### src/rtl/round_sequencer.sv
// Round controller for the Precision Button Press game: shows an LFSR target,
// times the response window, grades the player's guess and keeps score.
module round_sequencer #(
    parameter int          ROUND_TICKS = 100_000_000,
    parameter int          SHOW_TICKS  = 50_000_000,
    parameter int          ROUNDS      = 8,
    parameter logic [7:0]  SEED        = 8'hA5,
    localparam int         TW          = $clog2(ROUND_TICKS)
) (
    input  logic          CLK,
    input  logic          RST,
    input  logic          START,
    input  logic          BTN,
    input  logic [7:0]    SW,
    output logic [7:0]    LEDS,
    output logic [3:0]    SCORE,
    output logic [3:0]    ROUND,
    output logic [TW-1:0] TIME_LEFT,
    output logic          HIT,
    output logic          MISS,
    output logic          GAME_OVER,
    output logic [2:0]    STATE
);

    localparam int CW = (SHOW_TICKS > 1) ? $clog2(SHOW_TICKS) : 1;

    typedef enum logic [2:0] {
        S_IDLE  = 3'd0,
        S_LOAD  = 3'd1,
        S_WAIT  = 3'd2,
        S_CHECK = 3'd3,
        S_SHOW  = 3'd4,
        S_DONE  = 3'd5
    } state_t;

    state_t        state, state_n;
    logic [7:0]    leds_n, lfsr, guess, guess_n;
    logic [3:0]    score_n, round_n;
    logic [TW-1:0] time_n;
    logic          hit_n, miss_n, over_n;
    logic          st_q, bt_q, start_press, btn_press;
    logic [CW-1:0] cnt, cnt_n;

    assign start_press = START & ~st_q;
    assign btn_press   = BTN & ~bt_q;
    assign STATE       = state;

    always_ff @(posedge CLK or posedge RST) begin
        if (RST) begin
            state     <= S_IDLE;
            LEDS      <= '0;
            SCORE     <= '0;
            ROUND     <= '0;
            TIME_LEFT <= '0;
            HIT       <= 1'b0;
            MISS      <= 1'b0;
            GAME_OVER <= 1'b0;
            lfsr      <= SEED;
            st_q      <= 1'b0;
            bt_q      <= 1'b0;
            guess     <= '0;
            cnt       <= '0;
        end else begin
            state     <= state_n;
            LEDS      <= leds_n;
            SCORE     <= score_n;
            ROUND     <= round_n;
            TIME_LEFT <= time_n;
            HIT       <= hit_n;
            MISS      <= miss_n;
            GAME_OVER <= over_n;
            lfsr      <= {lfsr[6:0], lfsr[7] ^ lfsr[5] ^ lfsr[4] ^ lfsr[3]};
            st_q      <= START;
            bt_q      <= BTN;
            guess     <= guess_n;
            cnt       <= cnt_n;
        end
    end

    always_comb begin
        state_n = state;
        leds_n  = LEDS;
        score_n = SCORE;
        round_n = ROUND;
        time_n  = TIME_LEFT;
        hit_n   = 1'b0;
        miss_n  = 1'b0;
        over_n  = GAME_OVER;
        guess_n = guess;
        cnt_n   = cnt;
        unique case (state)
            S_IDLE: begin
                leds_n = '0;
                if (start_press) begin
                    state_n = S_LOAD;
                    score_n = '0;
                    round_n = '0;
                    over_n  = 1'b0;
                end
            end
            S_LOAD: begin
                leds_n  = lfsr;
                time_n  = TW'(ROUND_TICKS - 1);
                state_n = S_WAIT;
            end
            S_WAIT: begin
                // a press on the final window cycle still counts as a press
                if (btn_press) begin
                    guess_n = SW;
                    state_n = S_CHECK;
                end else if (TIME_LEFT == '0) begin
                    miss_n  = 1'b1;
                    cnt_n   = '0;
                    state_n = S_SHOW;
                end else begin
                    time_n = TIME_LEFT - 1'b1;
                end
            end
            S_CHECK: begin
                if (guess == LEDS) begin
                    hit_n   = 1'b1;
                    score_n = (SCORE == 4'd15) ? SCORE : SCORE + 4'd1;
                end else begin
                    miss_n = 1'b1;
                end
                cnt_n   = '0;
                state_n = S_SHOW;
            end
            S_SHOW: begin
                if (cnt == CW'(SHOW_TICKS - 1)) begin
                    round_n = ROUND + 4'd1;
                    if ({1'b0, ROUND} + 5'd1 == 5'(ROUNDS)) begin
                        state_n = S_DONE;
                        over_n  = 1'b1;
                        leds_n  = {4'b0, SCORE};
                    end else begin
                        state_n = S_LOAD;
                    end
                end else begin
                    cnt_n = cnt + 1'b1;
                end
            end
            S_DONE: begin
                leds_n = {4'b0, SCORE};
                if (start_press) begin
                    state_n = S_LOAD;
                    score_n = '0;
                    round_n = '0;
                    over_n  = 1'b0;
                end
            end
            default: state_n = S_IDLE;
        endcase
    end

endmodule

### config.mk
export PLATFORM = sky130hd
export DESIGN_NAME = round_sequencer
export DESIGN_NICKNAME = d
export VERILOG_FILES = /design/src/rtl/round_sequencer.sv
export SDC_FILE = /design/constraint.sdc
export NUM_CORES = 1
export LEC_CHECK = 0
export ABC_CLOCK_PERIOD_IN_PS = 3700
export CORE_UTILIZATION = 40
export CTS_CLUSTER_DIAMETER = 80
export DETAILED_ROUTE_END_ITERATION = 10
export PLACE_DENSITY_LB_ADDON = 0.15
export SYNTH_ARGS = -nofsm -noshare
export SYNTH_HDL_FRONTEND = slang
export SYNTH_SLANG_ARGS = --single-unit
### constraint.sdc
create_clock -name CLK -period 3.7 [get_ports CLK]
set_clock_uncertainty 0.05 [all_clocks]
set_input_delay 0.555 -clock CLK [delete_from_list [all_inputs] [get_ports CLK]]
set_output_delay 0.555 -clock CLK [all_outputs]
set_load 0.05 [all_outputs]
==> results.tsv <==
metric	value	unit
status	finished clean	
synth_top_area_share	0.4610	
grt_pass1_vias	4002	
layout_commonest_cell	dfrtp_1	
r2r_cells	5	
setup_violations	0	
area_growth_syn_to_layout	21.21	%
dr.pass1.iters	4	
synthArstFlopShare	1.000	
synth_warnings	0	
power.switching	1.033	mW
fill_cells	1083	
critPathCapture	cnt[17]$_DFFE_PP0P_	
hold_buffers	0	
root_buffer	clkbuf_16	
gr-usage-all-layers	0.2055	
power_density	493.3	nW/um^2
ctsResizeCount	0	
maxCapViolCount	0	
nets	561	
cts_buffers	9	
synthCells	486	
reg2reg_slack	0.65	ns
syn_avg_cell_area	9.940	sq um
grt.overflow.total	0	
crit_path_max_fanout	17	
regToRegEndpoint	cnt[17]$_DFFE_PP0P_	
yosysSeqAreaShare	0.4828	
internal_power	1.856	mW
path_clk_slew	0.07	ns
synth-seq-cells	93	
dp_hpwl	8.204	mm
fin_crit	3.046	ns
hold_path_class	reg -> reg	
dr.first_iter.drc_count	240	
layout_setup_ws	0.6537	ns
cp-end-kind	register	
timing.rr.start	TIME_LEFT[17]$_DFFE_PP0P_	
drc	0	
place_ws	0.6654	ns
netlist_area	4831	sq um
coreArea	11610	sq um
die_area	12520	sq um
synth_flop_cell	dfrtp_1	
layout_common_cells	dfrtp_1 (89), clkdlybuf4s50_1 (60), nand3_1 (37)	
clkPwrFrac	0.295	
fp.dieW	111.9	um
grt_first_pass_wirelength	20.52	mm
hold_ws	0.3330	ns
synth-edff-count	0	
drive_above_1_share	0.09818	
startpoint	TIME_LEFT[17]$_DFFE_PP0P_	
cts_setup_buffers	0	
dp.cells	677	
rsz0062_at_grt	false	
ir_drop	0.3449	mV
p_leak	2.446	nW
num_rows	39	
slew_headroom	0.4286	
synthDistinctLibCells	53	
finalHoldViolations	0	
stdcell_count	693	
cts_tree	built	
cts.htree.levels	3	
clock_sinks	93	
antenna_found_initial	0	
finalCritPeriodShare	0.8233	
p_comb_frac	0.268	
wl_per_cell	16.98	um
synth.area.top_cells	dfrtp_1 (46%), nand3_1 (3.8%), or4_1 (3.0%), a211o_1 (2.9%), and3_1 (2.8%)	
ff_latch_area	2332	sq um
grt_max_degree	40	
power_frac_seq	0.437	
postRouteAntennaNets	0	
crit_type	reg -> reg	
clock_path_buffers	2	
finalSetupTns	0	ns
cp.required	3.88	ns
antennaDiodeCount	0	
swShare	0.3576	
multi_input_area	2370	sq um
cp-start-kind	register	
vias_per_cell	5.778	
numPortBuffers	60	
routed_wl	11.77	mm
tightest_slew	0.8555	ns
worstPathArrival	3.22	ns
synth_top_area_cell	dfrtp_1	
maxSlewViolCount	0	
synth_nets	502	
routabilityCongestion	0.8257	
dieHeight	111.9	um
initial_core_util	0.4160	
worst_skew_pair.late_latency	0.34	ns
io_pins	61	
vias	4004	
max_freq	328.3	MHz
-- cell families after synthesis --
kind of cell / after synthesis / synth area share
simple gates: 236 / 0.2758
flops: 93 / 0.4828
compound gates: 81 / 0.1220
buf+inv: 33 / 0.02901
mux: 24 / 0.05284
xor+xnor: 15 / 0.02720
fa+ha+maj: 4 / 0.01036
-- power by group through the flow --
stage,clock network [mW],registers (mW),logic (mW)
2_1_floorplan,0,1.34,0.479
3_3_place_gp,0,1.27,0.767
3_5_place_dp,0,1.28,0.782
4_1_cts,0.880,1.26,0.784
5_1_grt,0.918,1.28,0.860
6_report,0.853,1.26,0.775
-- critical path, cell delays in order, from the launching register on --
cell	delay (ns)
dfrtp_1	0.41
or4_1	0.66
or3_4	0.44
or4_4	0.56
and3_1	0.42
a211o_1	0.38
-- flip-flops by register name (all words and copies together) (netlist names), 3 cells and up --
name,flops
ROUND,4
STATE,3
LEDS,8
guess,8
lfsr,8
TIME_LEFT,27
cnt,26
SCORE,4
-- area by class of cell --
| cell class | count | share of cell area |
|---|---|---|
| Tap cell | 143 | 0.03056 |
| Multi-Input combinational cell | 360 | 0.4047 |
| Timing Repair Buffer | 67 | 0.1115 |
| Clock inverter | 5 | 0.005983 |
| Clock buffer | 11 | 0.03974 |
| Inverter | 14 | 0.009188 |
| Sequential cell | 93 | 0.3983 |
-- Yosys cell counts, types with 2 or more instances --
cell type	number
buf_6	2
a211oi_1	2
or3_1	14
o21a_1	2
or2_2	4
ha_1	4
or4_1	19
or4bb_1	3
nor2b_1	3
nand2_1	33
and2_1	4
nand2b_1	5
nor3_1	24
mux2i_1	12
a21o_1	4
a211o_1	16
clkbuf_1	16
dfrtp_1	89
a22o_1	8
or3b_2	4
inv_1	14
nand4_1	14
o31ai_1	11
a21oi_1	13
and3_1	22
nor3b_1	3
o21ai_0	14
xnor2_1	14
mux2_2	12
nor2_1	26
nand3_1	37
nor4_1	11
o211ai_1	2
nand4b_1	2
dfstp_2	4
a31o_2	2
-- worst min-delay path by stage --
stage,depth (start not counted),to,startpoint
floorplan,0,lfsr[7]$_DFF_PP1_,lfsr[6]$_DFF_PP0_
global placement,0,lfsr[2]$_DFF_PP1_,lfsr[1]$_DFF_PP0_
detailed placement,0,lfsr[7]$_DFF_PP1_,lfsr[6]$_DFF_PP0_
CTS,0,lfsr[7]$_DFF_PP1_,lfsr[6]$_DFF_PP0_
global route,0,lfsr[7]$_DFF_PP1_,lfsr[6]$_DFF_PP0_
finish,0,lfsr[7]$_DFF_PP1_,lfsr[6]$_DFF_PP0_
-- per-layer routing --
metal  track usage  routed length (um)
met2        0.3313                5660
met1        0.2761                5474
met3       0.04028                 457
met5             0                   0
met4       0.07117                 177
-- per-stage QoR --
stage | util | cell area (sq um) | power (mW)
after floorplan | - | 4831 | 1.817
after global placement | 0.4811 | 5588 | 2.038
after detailed placement | 0.4811 | 5588 | 2.061
after CTS | 0.5042 | 5856 | 2.924
after global routing | 0.5042 | 5856 | 3.058
final | 0.5042 | 5856 | 2.889
(Power assumes the default switching activity.)
